===== src/rtl/mem_lut_bank.sv =====
// mem_lut_bank: banked, writable data-memory address lookup table.
// Combinational read, runtime write/increment and per-bank reload to defaults.
module mem_lut_bank #(
    parameter int ADDR_W = 3,
    parameter int DATA_W = 8,
    parameter int BANKS  = 4,
    parameter int BANK_W = 2
) (
    input  logic              Clk,
    input  logic              Reset_n,
    input  logic [BANK_W-1:0] BankSel,
    input  logic [ADDR_W-1:0] Addr,
    output logic [DATA_W-1:0] Target,
    input  logic              WrEn,
    input  logic [ADDR_W-1:0] WrAddr,
    input  logic [DATA_W-1:0] WrData,
    input  logic              IncEn,
    input  logic [DATA_W-1:0] IncStep,
    input  logic              Reload,
    output logic              Busy,
    output logic              Done
);

    localparam int N   = 2 ** ADDR_W;
    localparam int NBA = 2 ** BANK_W;

    typedef enum logic [1:0] {
        IDLE,
        RELOAD,
        DONE_S
    } state_t;

    // Storage covers every encodable bank; banks at or above BANKS are never
    // written, so they stay at zero and their reads are forced to zero anyway.
    logic [DATA_W-1:0] mem [NBA][N];

    state_t            state;
    logic [ADDR_W:0]   cnt;
    logic [BANK_W-1:0] rbank;
    logic              busy_q;
    logic              done_q;
    logic              bank_ok;

    function automatic logic [DATA_W-1:0] dflt(input int b, input int i);
        logic [DATA_W-1:0] r;
        r = '0;
        if (b == 0) begin
            case (i)
                0: r = DATA_W'(180);
                1: r = DATA_W'(200);
                2: r = DATA_W'(30);
                3: r = DATA_W'(99);
                6: r = DATA_W'(62);
                7: r = DATA_W'(91);
                default: r = '0;
            endcase
        end
        return r;
    endfunction

    assign bank_ok = ({1'b0, BankSel} < (BANK_W + 1)'(BANKS));

    // Zero-latency read of the selected entry.
    assign Target = bank_ok ? mem[BankSel][Addr] : '0;
    assign Busy   = busy_q;
    assign Done   = done_q;

    // Storage updates and the reload sequencer share one block so the
    // increment-then-write ordering and the reload overwrite are explicit.
    always_ff @(posedge Clk or negedge Reset_n) begin
        if (!Reset_n) begin
            for (int b = 0; b < NBA; b++) begin
                for (int i = 0; i < N; i++) begin
                    mem[b][i] <= dflt(b, i);
                end
            end
            state  <= IDLE;
            cnt    <= '0;
            rbank  <= '0;
            busy_q <= 1'b0;
            done_q <= 1'b0;
        end else begin
            // Write is assigned after the increment so it wins on the same entry.
            if (!busy_q && bank_ok) begin
                if (IncEn) begin
                    mem[BankSel][Addr] <= mem[BankSel][Addr] + IncStep;
                end
                if (WrEn) begin
                    mem[BankSel][WrAddr] <= WrData;
                end
            end
            case (state)
                IDLE: begin
                    done_q <= 1'b0;
                    if (Reload && bank_ok) begin
                        rbank  <= BankSel;
                        cnt    <= '0;
                        busy_q <= 1'b1;
                        state  <= RELOAD;
                    end
                end
                RELOAD: begin
                    mem[rbank][cnt[ADDR_W-1:0]] <= dflt(int'(rbank), int'(cnt));
                    cnt <= cnt + 1'b1;
                    if (cnt == (ADDR_W + 1)'(N - 1)) begin
                        busy_q <= 1'b0;
                        done_q <= 1'b1;
                        state  <= DONE_S;
                    end
                end
                DONE_S: begin
                    done_q <= 1'b0;
                    state  <= IDLE;
                end
                default: begin
                    busy_q <= 1'b0;
                    done_q <= 1'b0;
                    state  <= IDLE;
                end
            endcase
        end
    end

endmodule


===== config.mk =====
export PLATFORM = sky130hd
export DESIGN_NAME = mem_lut_bank
export DESIGN_NICKNAME = d
export VERILOG_FILES = /design/src/rtl/mem_lut_bank.sv
export SDC_FILE = /design/constraint.sdc
export NUM_CORES = 1
export LEC_CHECK = 0
export CORE_MARGIN = 3
export CORE_UTILIZATION = 45
export DETAILED_ROUTE_END_ITERATION = 10
export SYNTH_ARGS = -nofsm -noshare
export SYNTH_HDL_FRONTEND = slang
export SYNTH_SLANG_ARGS = --single-unit
export TNS_END_PERCENT = 1

===== constraint.sdc =====
create_clock -name Clk -period 11.4 [get_ports Clk]
set_input_delay 1.14 -clock Clk [delete_from_list [all_inputs] [get_ports Clk]]
set_output_delay 1.14 -clock Clk [all_outputs]
set_load 0.1 [all_outputs]

# ---- After elaboration in Yosys (flattened, before gate mapping)
# Index checks and enable logic that the tools add are counted.
dict set report word_totals {
  register_bits 266
  input_bits 29
}
dict set report classes {
  mux 39
  n_lt_le_gt_ge 10
  n_bitwise 6
  reduce_logical 13
  add_sub_neg 2
  eq_ne 9
}
# operator count
set op_table {}
lappend op_table {{two-way mux 256 bit} 5}
lappend op_table {{bitwise mux 256 bit} 3}
lappend op_table {{demux 64 bit (select 2 bit)} 3}
lappend op_table {{two-way mux 64 bit} 5}
lappend op_table {{binary-select mux 64 bit (select 2 bit)} 1}
lappend op_table {{demux 8 bit (select 3 bit)} 3}
lappend op_table {{two-way mux 8 bit} 7}
lappend op_table {{case mux 8 bit (6 select lines)} 1}
lappend op_table {{binary-select mux 8 bit (select 3 bit)} 1}
lappend op_table {{greater-or-equal comparator 4 bit (second input constant)} 3}
lappend op_table {{< comparator 4 x 1 -> 1 bit (second input constant)} 3}
lappend op_table {{inverter 3 -> 4 bit} 3}
lappend op_table {{adder 8 bit} 1}
lappend op_table {{== test 4 x 2 -> 1 bit (second input constant)} 2}
lappend op_table {{== test 4 x 3 -> 1 bit (second input constant)} 2}
lappend op_table {{case mux 4 bit (2 select lines)} 1}
lappend op_table {{greater-or-equal comparator 3 bit (second input constant)} 2}
lappend op_table {{< comparator 3 x 1 -> 1 bit (second input constant)} 2}
lappend op_table {{inverter 2 -> 3 bit} 2}
lappend op_table {{AND reduction 2 bit} 3}
lappend op_table {{logical AND 1 bit} 5}
lappend op_table {{adder 4 x 1 -> 4 bit (second input constant)} 1}
lappend op_table {{== test 4 x 1 -> 1 bit (second input constant)} 1}
lappend op_table {{zero test 2 bit} 2}
lappend op_table {{other kinds (12)} 17}

# ---- Depth between registers and ports, before layout
# Gate-level depths: netlist (run 1).
dict set report logic_depth {
  depth_word 16
  depth_mapped 22
  mapped_depth_nobuf 15
}

# ---- Worst setup path before layout (run 1)
# OpenSTA, ideal clock, no wires.
dict set report synth_timing {
  kind {in2reg}
  from {in BankSel[1]}
  to {reg mem[132] (netlist bit)}
  cell_stages 22
  setup_time_ns 0.078
  t_arrival_ns 7.311
  t_required_ns 11.322
  setup_slack_ns 4.011
  n_path_buf 8
  path_cell_list {buf_6 -> buf_2 -> buf_4 -> buf_4 -> buf_2 -> mux4_2 -> mux2i_1 -> o211ai_1 -> o21ai_0 -> a221oi_1 -> ha_1 -> inv_1 -> fa_1 -> nor2b_1 -> o21a_1 -> or3_1 -> clkbuf_1 -> and2_0 -> clkbuf_1 -> clkbuf_1 -> o22ai_1 -> a21oi_1}
}
dict set report synth_between {
  elab_chain_cells 16
}
# element line_no
set synth_rtl {}
lappend synth_rtl {{from (decl)} 11} ;# input logic [BANK_W-1:0] BankSel,
lappend synth_rtl {{inverter 2 -> 3 bit (*)} n/a}
lappend synth_rtl {{binary-select mux 64 bit (select 2 bit) (*)} n/a}
lappend synth_rtl {{two-way mux 64 bit (*) (2 in a row)} n/a}
lappend synth_rtl {{binary-select mux 8 bit (select 3 bit) (*)} n/a}
lappend synth_rtl {{two-way mux 8 bit (*) (2 in a row)} n/a}
lappend synth_rtl {{via Target[0]} 13} ;# output logic [DATA_W-1:0] Target,
lappend synth_rtl {{adder 8 bit (*)} 86} ;# mem[BankSel][Addr] <= mem[BankSel][Addr] + IncStep;
lappend synth_rtl {{bitwise mux 256 bit (*)} 86}
lappend synth_rtl {{two-way mux 256 bit (*)} 85} ;# if (IncEn) begin
lappend synth_rtl {{two-way mux 256 bit (*)} 84} ;# if (!busy_q && bank_ok) begin
lappend synth_rtl {{bitwise mux 256 bit} 89} ;# mem[BankSel][WrAddr] <= WrData;
lappend synth_rtl {{two-way mux 256 bit (*)} 88} ;# if (WrEn) begin
lappend synth_rtl {{two-way mux 256 bit (*)} 84}
lappend synth_rtl {{bitwise mux 256 bit} 103} ;# mem[rbank][cnt[ADDR_W-1:0]] <= dflt(int'(rbank), int'(cnt));
lappend synth_rtl {{two-way mux 256 bit (*)} 92} ;# case (state)
lappend synth_rtl {{to (signal, indexed assignment)} 86}
lappend synth_rtl {{to (signal, indexed assignment)} 89}
lappend synth_rtl {{to (signal, indexed assignment)} 103}
lappend synth_rtl {{to (decl)} 35} ;# logic [DATA_W-1:0] mem [NBA][N];
# The timed path passes the listed nets; every way through them passes the cells marked *. The select of a mux whose other input is x is not followed.
# A chain may end at the register's enable or synchronous reset.

# ---- Worst setup path in the final report (run 1)
dict set report layout_timing {
  from {in BankSel[1]}
  to {out Target[1]}
}
dict set report layout_between {
  elab_chain_cells 7
}
# element line_no
set layout_rtl {}
lappend layout_rtl {{inverter 2 -> 3 bit (implied by the code)} 64} ;# assign Target = bank_ok ? mem[BankSel][Addr] : '0;
lappend layout_rtl {{binary-select mux 64 bit (select 2 bit)} 64}
lappend layout_rtl {{two-way mux 64 bit (implied by the code) (2 in a row)} 64}
lappend layout_rtl {{binary-select mux 8 bit (select 3 bit)} 64}
lappend layout_rtl {{two-way mux 8 bit (implied by the code) (2 in a row)} 64}
lappend layout_rtl {{to (decl)} 13}
# No other way between the ends. The select of a mux whose other input is x is not followed.

==> results.md, run 1 <==
* Clock buffers created by TritonCTS at 31
* Via-to-Cell Ratio at 7.42
* Number of buffers inserted by hold repair at cts at 0
* Crit path cell chain: buf_4, buf_4, mux4_2, and3_1, a31oi_1, nor2_1, a2111oi_0, inv_1, clkdlybuf4s50_1
* Slack of the critical path at about 4.8 ns
* Leakage power figure at between 6 and 7 nW
* I/O pins at 39
* Top flip-flop cell by instance count after synthesis: dfrtp_1
* Post-Route Skew at ~0.015 ns
* Fraction of power consumed by the clock network at between 10% and 20%
* Synth Warn # at 0
* Slew at the pin with the worst max-slew slack at around 1.2 ns
* Number of maximum-capacitance violations at 0
* CTS tree: done
* Post-place setup slack at ~4.7 ns
* Pin count of the biggest net entering global routing at 100
* H-tree depth reported by CTS at 1
* Die area at between 0.03 and 0.04 sq mm
* RSZ-0062 raised after global routing: no
* Hold Violations, Final at 0
* Setup violations, final at 0
* Core Footprint at ~0.035 sq mm
* Half-perimeter wire length after detailed placement at ~42 mm
* Area growth from synthesis to final layout at 10.1%
* Initial antenna violation count at 0
* Per-instance average area after synthesis at about 9.2 sq um
* Number of cells produced by synthesis at around 1700
* Aggregate routed wire length at 67.7 mm
* Row Count at between 60 and 70
* Clock buffer depth at 3
* Fill cell count at 3160
* Cell total after placement at between 2000 and 2500
* Initial cell density of the core at a little under half
* Worst-case vdd ir drop at about 500 uV
* Share of the core filled with cells at approximately 51%
* Number of nets still failing antenna checks after routing at 0
* Slowest cell on the critical path: clkdlybuf4s50_1
* Gr ovfl total at 0
* Area occupied by registers at around 0.0067 sq mm
* Highest attainable clock frequency at 152 MHz
* Library cell used as clock root buffer: clkbuf_16
* DRC Markers at 0
* Number of global-route vias before repair at between 10000 and 15000
* Multi-input combinational cell area at 0.00876 sq mm
* Type of the worst setup path: in -> out
* Async S/R FF share, synth at 100%
* Most frequent cells in the layout: a21oi_1, dfrtp_1, o21ai_0
* Data arrival at the endpoint of the critical path at between 5 and 6 ns
* Most common cell after layout, fill and taps aside: a21oi_1
* Synthesized Nets at between 1500 and 2000
* Required time worst endpoint at 10.26 ns
* Post-synthesis register bit count at between 200 and 300
* Largest stage delay on the critical path at between 1 and 1.5 ns
* Nets at about 1700
* Clock latency on the worst-skew pair at 0.59 ns
* Sw Share at 46.5%
* CTS clk-pin slew, worst paths at 0.06 ns
* Post-layout total power at around 5.2 mW
* Post-CTS Setup Repair Bufs at 0
* Fraction of power consumed by sequential logic at 35.0%
* Outcome: finished clean
* Number of detailed-route iterations in the first pass at 6
* Internal at 2.79 mW
* Part of the cycle the worst path needs at between 50% and 60%
* Die boundary width at just under 200 um
* Count of clock tree sinks at between 200 and 300
* Vert. Die Dim at between 150 and 200 um
* Layout Cells excl Fill at between 2000 and 2500
* Synth unique cells at 69
* Overall fraction of global-route tracks in use at 34.3%
* Total power divided by cell area at 293 mW/mm^2
* Number of enable-type register cells in the synthesized netlist at 0
* Slew Viols, Final at 0
* Comb pwr share at between 40% and 50%
* Cell area after technology mapping at 0.0162 sq mm
* Crit path max fanout at 44
* Critical Path Most Common Cell: buf_4
* Antenna diode instance count at 0
* Setup crit start kind: input port
* Path class of the lowest-slack min-delay path: reg -> reg
* Fraction of final layout cells with drive strength greater than 1 at between 10% and 20%
* Final weighted congestion of routability-driven global placement at 0.959
* 1st-iter DRT viols at approximately 2100
* Summed negative setup slack over all endpoints at 0 ns
* Wire length of the first global-routing pass at roughly 100 mm
* Count of buffers inserted at the top-level ports at 38
* Relative slew slack at 18.2%
* Routed wire length per instance at 31.1 um
* Sequential cell area fraction in the yosys report at between 40% and 50%
* Post-route minimum period at roughly 6.6 ns
* Via Count at 16100
* Number of cells upsized or downsized after cts at 0
* Kind of end point of the critical path: primary output
* Sw Pwr at between 2 and 2.5 mW
## layer usage
layer / global-route usage (%) / part of all wire (%) / wire length (um)
met3: 8.37 / 13 / 9090
met4: 17.5 / 5.9 / 3990
met1: 49.1 / 39 / 26600
met5: 0 / 0 / 0
met2: 48.3 / 41 / 28000
## power groups by stage
stage          Clock (mW)  Combinational (mW)  Sequential [mW]
5_1_grt              1.06                2.46             1.86
3_3_place_gp            0                2.24             1.81
2_1_floorplan           0                1.52             1.62
3_5_place_dp            0                2.27             1.81
4_1_cts              1.02                2.28             1.80
6_report             1.02                2.37             1.82
## final cells by class
type                    count  share of cell area, %
clock buffers              41                   4.74
inverters                  19                  0.415
clock inverters            16                  0.992
well taps                 455                   3.20
repair buffers             76                   3.74
multi-input cells        1300                   49.3
flip-flops and latches    266                   37.6
## Yosys cell counts (all sizes together), types with 12 or more instances
cell    instances  share of area [%]
a21oi         274                8.5
a31oi          22               0.85
dfrtp         241                 37
o22ai         165                6.4
nor2b          14               0.54
dfstp          25                4.1
nor2           58                1.3
clkbuf        123                2.9
nor3           23               0.71
and2           21               0.81
o22a           21                1.1
inv            18               0.42
o21ai         178                5.5
nand3          43                1.3
o221ai         73                4.0
mux4           67                9.4
a22oi          12               0.56
buf            39                1.4
nand2         175                4.1
mux2i          21                1.3
## cell families after synthesis
family	synth area share, %
compound gates	30.6
flops	41.4
mux	11.0
simple gates	11.0
xor+xnor	0.333
fa+ha+maj	0.976
buf+inv	4.69
## state kept, by name, summed over array words and instances (netlist names)
| name | flops |
|---|---|
| mem | 256 |
| cnt | 4 |
| rbank | 2 |
| state | 2 |
| Busy | 1 |
| Done | 1 |
## per-stage QoR
step	area (sq um)	hold slack [ns]
after floorplan	16200	0.471
after global placement	16800	0.491
after detailed placement	16800	0.489
after CTS	17800	0.502
after global routing	17800	0.515
final	17800	0.503
## critical path, delay by kind of cell
family	cells	cell delay, ns
AOI/OAI and AO/OA	2	1.12
buffers and inverters	4	2.38
muxes	1	0.42
and+or+nand+nor	2	0.27
## worst paths after layout
path | from | end | slack [ns] | cells past startpoint
worst max-delay path | BankSel[1] | Target[1] | 4.82 | 9
worst min-delay path | mem[196] | mem[196] | 0.50 | 2
worst max register to register | mem[9] | mem[238] | 6.59 | 13
worst min register to register | mem[196] | mem[196] | 0.50 | 2
max in group asynchronous | Reset_n | mem[7] | 8.60 | 3
min in group asynchronous | Reset_n | mem[191] | 0.58 | 1
Note: power is estimated with default switching activity, not from simulation.
==> run 2, diff against run 1 <==
==> constraint.sdc (replaced) <==
create_clock -name Clk -period 6.83 [get_ports Clk]
set_input_delay 0.683 -clock Clk [delete_from_list [all_inputs] [get_ports Clk]]
set_output_delay 0.683 -clock Clk [all_outputs]
set_load 0.1 [all_outputs]
==> results.md, run 2 (synthesis results as in run 1) <==
* Reg-to-Reg End: mem[231]
* DRC Markers at 0
* Type of the worst setup path: in -> out
* Library cell used as clock root buffer: clkbuf_16
* Antenna diode instance count at 0
* Number of buffers inserted by hold repair at cts at 0
* Fraction of final layout cells with drive strength greater than 1 at between 10% and 20%
* Post-route minimum period at ~5.3 ns
* Post-CTS Setup Repair Bufs at 0
* Count of buffers inserted at the top-level ports at 38
* Worst setup slack for register-to-register paths at around 2.4 ns
* Leakage power figure at 7.07 nW
* Count of clock tree sinks at about 270
* Initial cell density of the core at 46.2%
* Most flop-heavy register: mem
* Wire length of the first global-routing pass at roughly 100 mm
* Path class of the lowest-slack min-delay path: in -> async
* Fill cell count at approximately 3200
* Final weighted congestion of routability-driven global placement at around 0.97
* Launch point of the worst reg-to-reg path: mem[9]
* Required time worst endpoint at 6.15 ns
* Crit path max fanout at between 40 and 50
* Via Count at 16100
* Data arrival at the endpoint of the critical path at approximately 4.6 ns
* Most frequent cells in the layout: a21oi_1, dfrtp_1, o21ai_0
* Beginning of the critical path: BankSel[0]
* Highest attainable clock frequency at between 150 and 200 MHz
* Hold Violations, Final at 0
* Biggest regs: mem: 256 flops, cnt: 4 flops
* I/O pins at 39
* Relative slew slack at between 10% and 20%
* Vert. Die Dim at between 150 and 200 um
* Outcome: finished clean
* Worst-case vdd ir drop at roughly 330 uV
* Via-to-Cell Ratio at 7.39
* Die boundary width at between 150 and 200 um
* Aggregate routed wire length at ~70 mm
* Number of global-route vias before repair at approximately 15000
* Kind of end point of the critical path: primary output
* Number of maximum-capacitance violations at 0
* Row Count at between 60 and 70
* Number of nets still failing antenna checks after routing at 0
* 1st-iter DRT viols at roughly 2000
* Total power divided by cell area at roughly 500 mW/mm^2
* Gr ovfl total at 0
* Most common cell after layout, fill and taps aside: a21oi_1
* Area growth from synthesis to final layout at 12.1%
* Routed wire length per instance at about 32 um
* Slew at the pin with the worst max-slew slack at around 1.3 ns
* Clock buffer depth at 3
* CTS clk-pin slew, worst paths at approximately 0.060 ns
* Flip-flop count of the largest register, all copies and words added at 256
* RSZ-0062 raised after global routing: no
* Slew Viols, Final at 0
* Setup violations, final at 0
* Final Instance Area at between 0.015 and 0.02 sq mm
* Share of the core filled with cells at slightly above 50%
* Number of detailed-route iterations in the first pass at 8
* Summed negative setup slack over all endpoints at 0 ns
* Core Footprint at ~0.035 sq mm
* Clock latency on the worst-skew pair at roughly 0.52 ns
* Worst Reg2Reg Path Length in Cells at 15
* Clock buffers created by TritonCTS at 34
* Part of the cycle the worst path needs at 77.9%
* End of the critical path: Target[7]
* Setup crit start kind: input port
* Post-Route Skew at between 0.01 and 0.015 ns
* Post-detailed-placement cell area at ~0.017 sq mm
* Initial antenna violation count at 2
* Nets at 1744
* Pin count of the biggest net entering global routing at approximately 170
* CTS tree: done
* H-tree depth reported by CTS at 2
* Overall fraction of global-route tracks in use at between 30% and 40%
* Die area at ~0.038 sq mm
* Half-perimeter wire length after detailed placement at ~44 mm
* Number of cells upsized or downsized after cts at 0
==> run 2: changes by cell type in the layout (fill, tap and decap cells not counted), sizes merged <==
cell,before,now
clkbuf,41,50
buf,41,47
bufinv,3,6
inv,19,18
clkinvlp,4,0
clkinv,9,4
==> run 2: how the worst min path moves through the flow <==
stage	startpoint	to	slack, ns	cells after the start
2_1_floorplan	Reset_n	Busy	0.39	0
3_3_place_gp	mem[195]	mem[195]	0.49	2
3_5_place_dp	mem[193]	mem[193]	0.49	2
4_1_cts	Reset_n	mem[172]	0.26	1
5_1_grt	Reset_n	mem[172]	0.27	1
6_report	Reset_n	mem[168]	0.17	1
==> run 2: per-stage QoR <==
| stage | hold slack, ns | setup slack [ns] | instances | power, mW |
|---|---|---|---|---|
| after global placement | 0.488 | 1.30 | 2122 | 6.84 |
| after CTS | 0.259 | 1.64 | 2181 | 8.92 |
| final | 0.170 | 1.51 | 2181 | 9.12 |
| after global routing | 0.269 | 1.20 | 2181 | 9.41 |
| after floorplan | 0.387 | 0.928 | 1747 | 5.25 |
| after detailed placement | 0.490 | 1.24 | 2122 | 6.90 |
==> run 2: worst max-delay path: stages <==
cell             delay [ns]
buf_4                  0.67
buf_4                  0.42
and2_1                 0.77
nand2_1                0.20
a31oi_1                0.32
or4_4                  0.24
clkdlybuf4s50_1        1.16
==> run 2: power breakdown <==
| group | total [mW] | internal (mW) | switching, mW |
|---|---|---|---|
| clock network | 2.02 | 1.29 | 0.727 |
| logic | 4.04 | 1.34 | 2.70 |
| registers | 3.06 | 2.39 | 0.672 |
| total | 9.12 | 5.03 | 4.09 |
==> run 2: final cells by class <==
| cell class | count | area [sq um] | area share (%) |
|---|---|---|---|
| multi-input cells | 1300 | 8760 | 48.4 |
| flip-flops and latches | 266 | 6690 | 37.0 |
| clock buffers | 50 | 1050 | 5.82 |
| repair buffers | 82 | 761 | 4.20 |
| well taps | 455 | 569 | 3.14 |
| clock inverters | 9 | 195 | 1.08 |
| inverters | 19 | 73.8 | 0.408 |
==> run 2: layer usage <==
metal | wire length (um) | share of wire [%] | global-route usage (%) | up-vias
li1 | - | - | - | 6704
met2 | 28800 | 42 | 49.9 | 1260
met1 | 26900 | 39 | 49.5 | 7880
met3 | 9710 | 14 | 11.8 | 269
met4 | 3940 | 5.7 | 16.9 | 2
met5 | 13 | 0.019 | 0 | -
==> run 3, diff against run 2 <==
==> constraint.sdc (replaced) <==
create_clock -name Clk -period 4.82 [get_ports Clk]
set_input_delay 0.482 -clock Clk [delete_from_list [all_inputs] [get_ports Clk]]
set_output_delay 0.482 -clock Clk [all_outputs]
set_load 0.1 [all_outputs]
==> results.md, run 3 (synthesis results as in run 1) <==
* Outcome: complete, but fails checks
* Violations in the final reports: negative hold slack
* Count of buffers inserted at the top-level ports at 38
* Total power divided by cell area at 697 mW/mm^2
* Critical Path Most Common Cell: buf_4
* Nets at 1774
* Crit path max fanout at 22
* Slew Viols, Final at 0
* Setup violations, final at 0
* Library cell used as clock root buffer: clkbuf_16
* Row Count at 68
* Leakage power figure at between 7 and 8 nW
* Top cell family by delay on the critical path: compound AO/OA/AOI/OAI gates
* Final weighted congestion of routability-driven global placement at just over 1
* Part of the cycle the worst path needs at between 90 and 100%
* Clock buffer depth at 3
* Post-detailed-placement cell area at approximately 0.017 sq mm
* Half-perimeter wire length after detailed placement at ~45 mm
* Path class of the lowest-slack min-delay path: in -> async
* Number of buffers inserted by hold repair at cts at 0
* End of the critical path: mem[244]
* Core Footprint at roughly 0.035 sq mm
* DRC Markers at 0
* Number of nets still failing antenna checks after routing at 0
* Worst-case vdd ir drop at roughly 540 uV
* Area growth from synthesis to final layout at 13.0%
* Launch point of the worst reg-to-reg path: mem[48]
* Post-place setup slack at just over 0.07 ns
* Most common cell after layout, fill and taps aside: a21oi_1
* Share of the core filled with cells at between 50% and 60%
* Aggregate routed wire length at between 70 and 80 mm
* CTS clk-pin slew, worst paths at 0.06 ns
* Via Count at around 16000
* Multi-input combinational cell area at between 0.008 and 0.009 sq mm
* Slew at the pin with the worst max-slew slack at about 1.3 ns
* Number of detailed-route iterations in the first pass at 8
* Kind of end point of the critical path: flip-flop
* Fraction of final layout cells with drive strength greater than 1 at between 10% and 20%
* 1st-iter DRT viols at 2329
* Routed wire length per instance at roughly 32 um
* Biggest regs: mem: 256 flops, cnt: 4 flops
* Most frequent cells in the layout: a21oi_1, dfrtp_1, nand2_1, o21ai_0, o22ai_1
* Worst Path Buf+Inv at 4
* Post-Route Skew at about 0.031 ns
* Min Hold Slack at -0.0244 ns
* Antenna diode instance count at 0
* Initial antenna violation count at 0
* CTS tree: done
* Reg-to-Reg End: mem[244]
* H-tree depth reported by CTS at 2
* Clock latency on the worst-skew pair at ~0.55 ns
* Crit path cell chain: buf_4, buf_4, mux4_2, nand2_1, o211ai_1, a21oi_1, a221oi_4, ha_2, inv_1, fa_1, nor2b_1, o21a_1, or3_1, buf_4, a32oi_1, o221ai_1, a21boi_1
* Die boundary width at 195 um
* CP Depth at 17
* Post-CTS Setup Repair Bufs at 0
* Setup crit start kind: input port
* Worst setup slack for register-to-register paths at ~0.71 ns
* Fill cell count at ~3100
* Number of global-route vias before repair at between 15000 and 20000
* Relative slew slack at a little over a tenth
* Post-layout total power at 12.7 mW
* Slowest cell on the critical path: mux4_2
* Largest stage delay on the critical path at approximately 0.56 ns
* Post-route minimum period at between 4 and 5 ns
* Via-to-Cell Ratio at ~7.4
* Area occupied by registers at 0.00669 sq mm
* Data arrival at the endpoint of the critical path at roughly 4.8 ns
* RSZ-0062 raised after global routing: no
* Pin count of the biggest net entering global routing at 115
* Type of the worst setup path: in -> reg
* Number of maximum-capacitance violations at 0
* Number of cells upsized or downsized after cts at 0
* Flip-flop count of the largest register, all copies and words added at 256
* Most flop-heavy register: mem
* Final Instance Area at 0.0183 sq mm
* Count of clock tree sinks at 266
* Required time worst endpoint at between 5 and 6 ns
* Slack of the critical path at 0.455 ns
* Gr ovfl total at 0
* Die area at between 0.03 and 0.04 sq mm
* I/O pins at 39
* Highest attainable clock frequency at about 230 MHz
* Beginning of the critical path: BankSel[0]
* Worst Reg2Reg Path Length in Cells at 15
* Hold Violations, Final at 4
* Initial cell density of the core at roughly 46%
* Clock buffers created by TritonCTS at 34
* Wire length of the first global-routing pass at between 100 and 150 mm
* Vert. Die Dim at between 150 and 200 um
* Overall fraction of global-route tracks in use at 35.8%
-- run 3: worst min path at each step --
stage,startpoint,endpoint,depth (start not counted)
after floorplan,Reset_n,Busy,0
after global placement,mem[196],mem[196],2
after detailed placement,mem[193],mem[193],2
after CTS,Reset_n,mem[120],1
after global routing,Reset_n,mem[190],1
final,Reset_n,mem[185],1
-- run 3: through the flow --
stage / TNS (ns) / cells
after floorplan: -2.68 / 1747
after global placement: 0 / 2152
after detailed placement: 0 / 2152
after CTS: 0 / 2212
after global routing: 0 / 2212
final: 0 / 2212
-- run 3: cell type report --
class,instances,area share (%)
multi-input combinational,1300,48.1
timing repair buffer,112,5.84
clock buffer,52,5.48
tap,455,3.12
sequential,266,36.7
clock inverter,8,0.398
inverter,19,0.404
-- run 3: power by group --
part	switching [mW]	leakage, nW	internal (mW)
Combinational	3.82	3.37	2.05
Sequential	0.951	3.28	3.39
Clock	1.04	0.530	1.48
Total	5.81	7.18	6.92
-- run 3: layer usage --
metal | vias up | GRT usage, % | share of wire, %
li1 | 6756 | - | -
met1 | 7975 | 50.7 | 39
met2 | 1337 | 49.3 | 41
met3 | 254 | 11.1 | 14
met4 | 0 | 18.5 | 6.1
met5 | - | 0 | 0
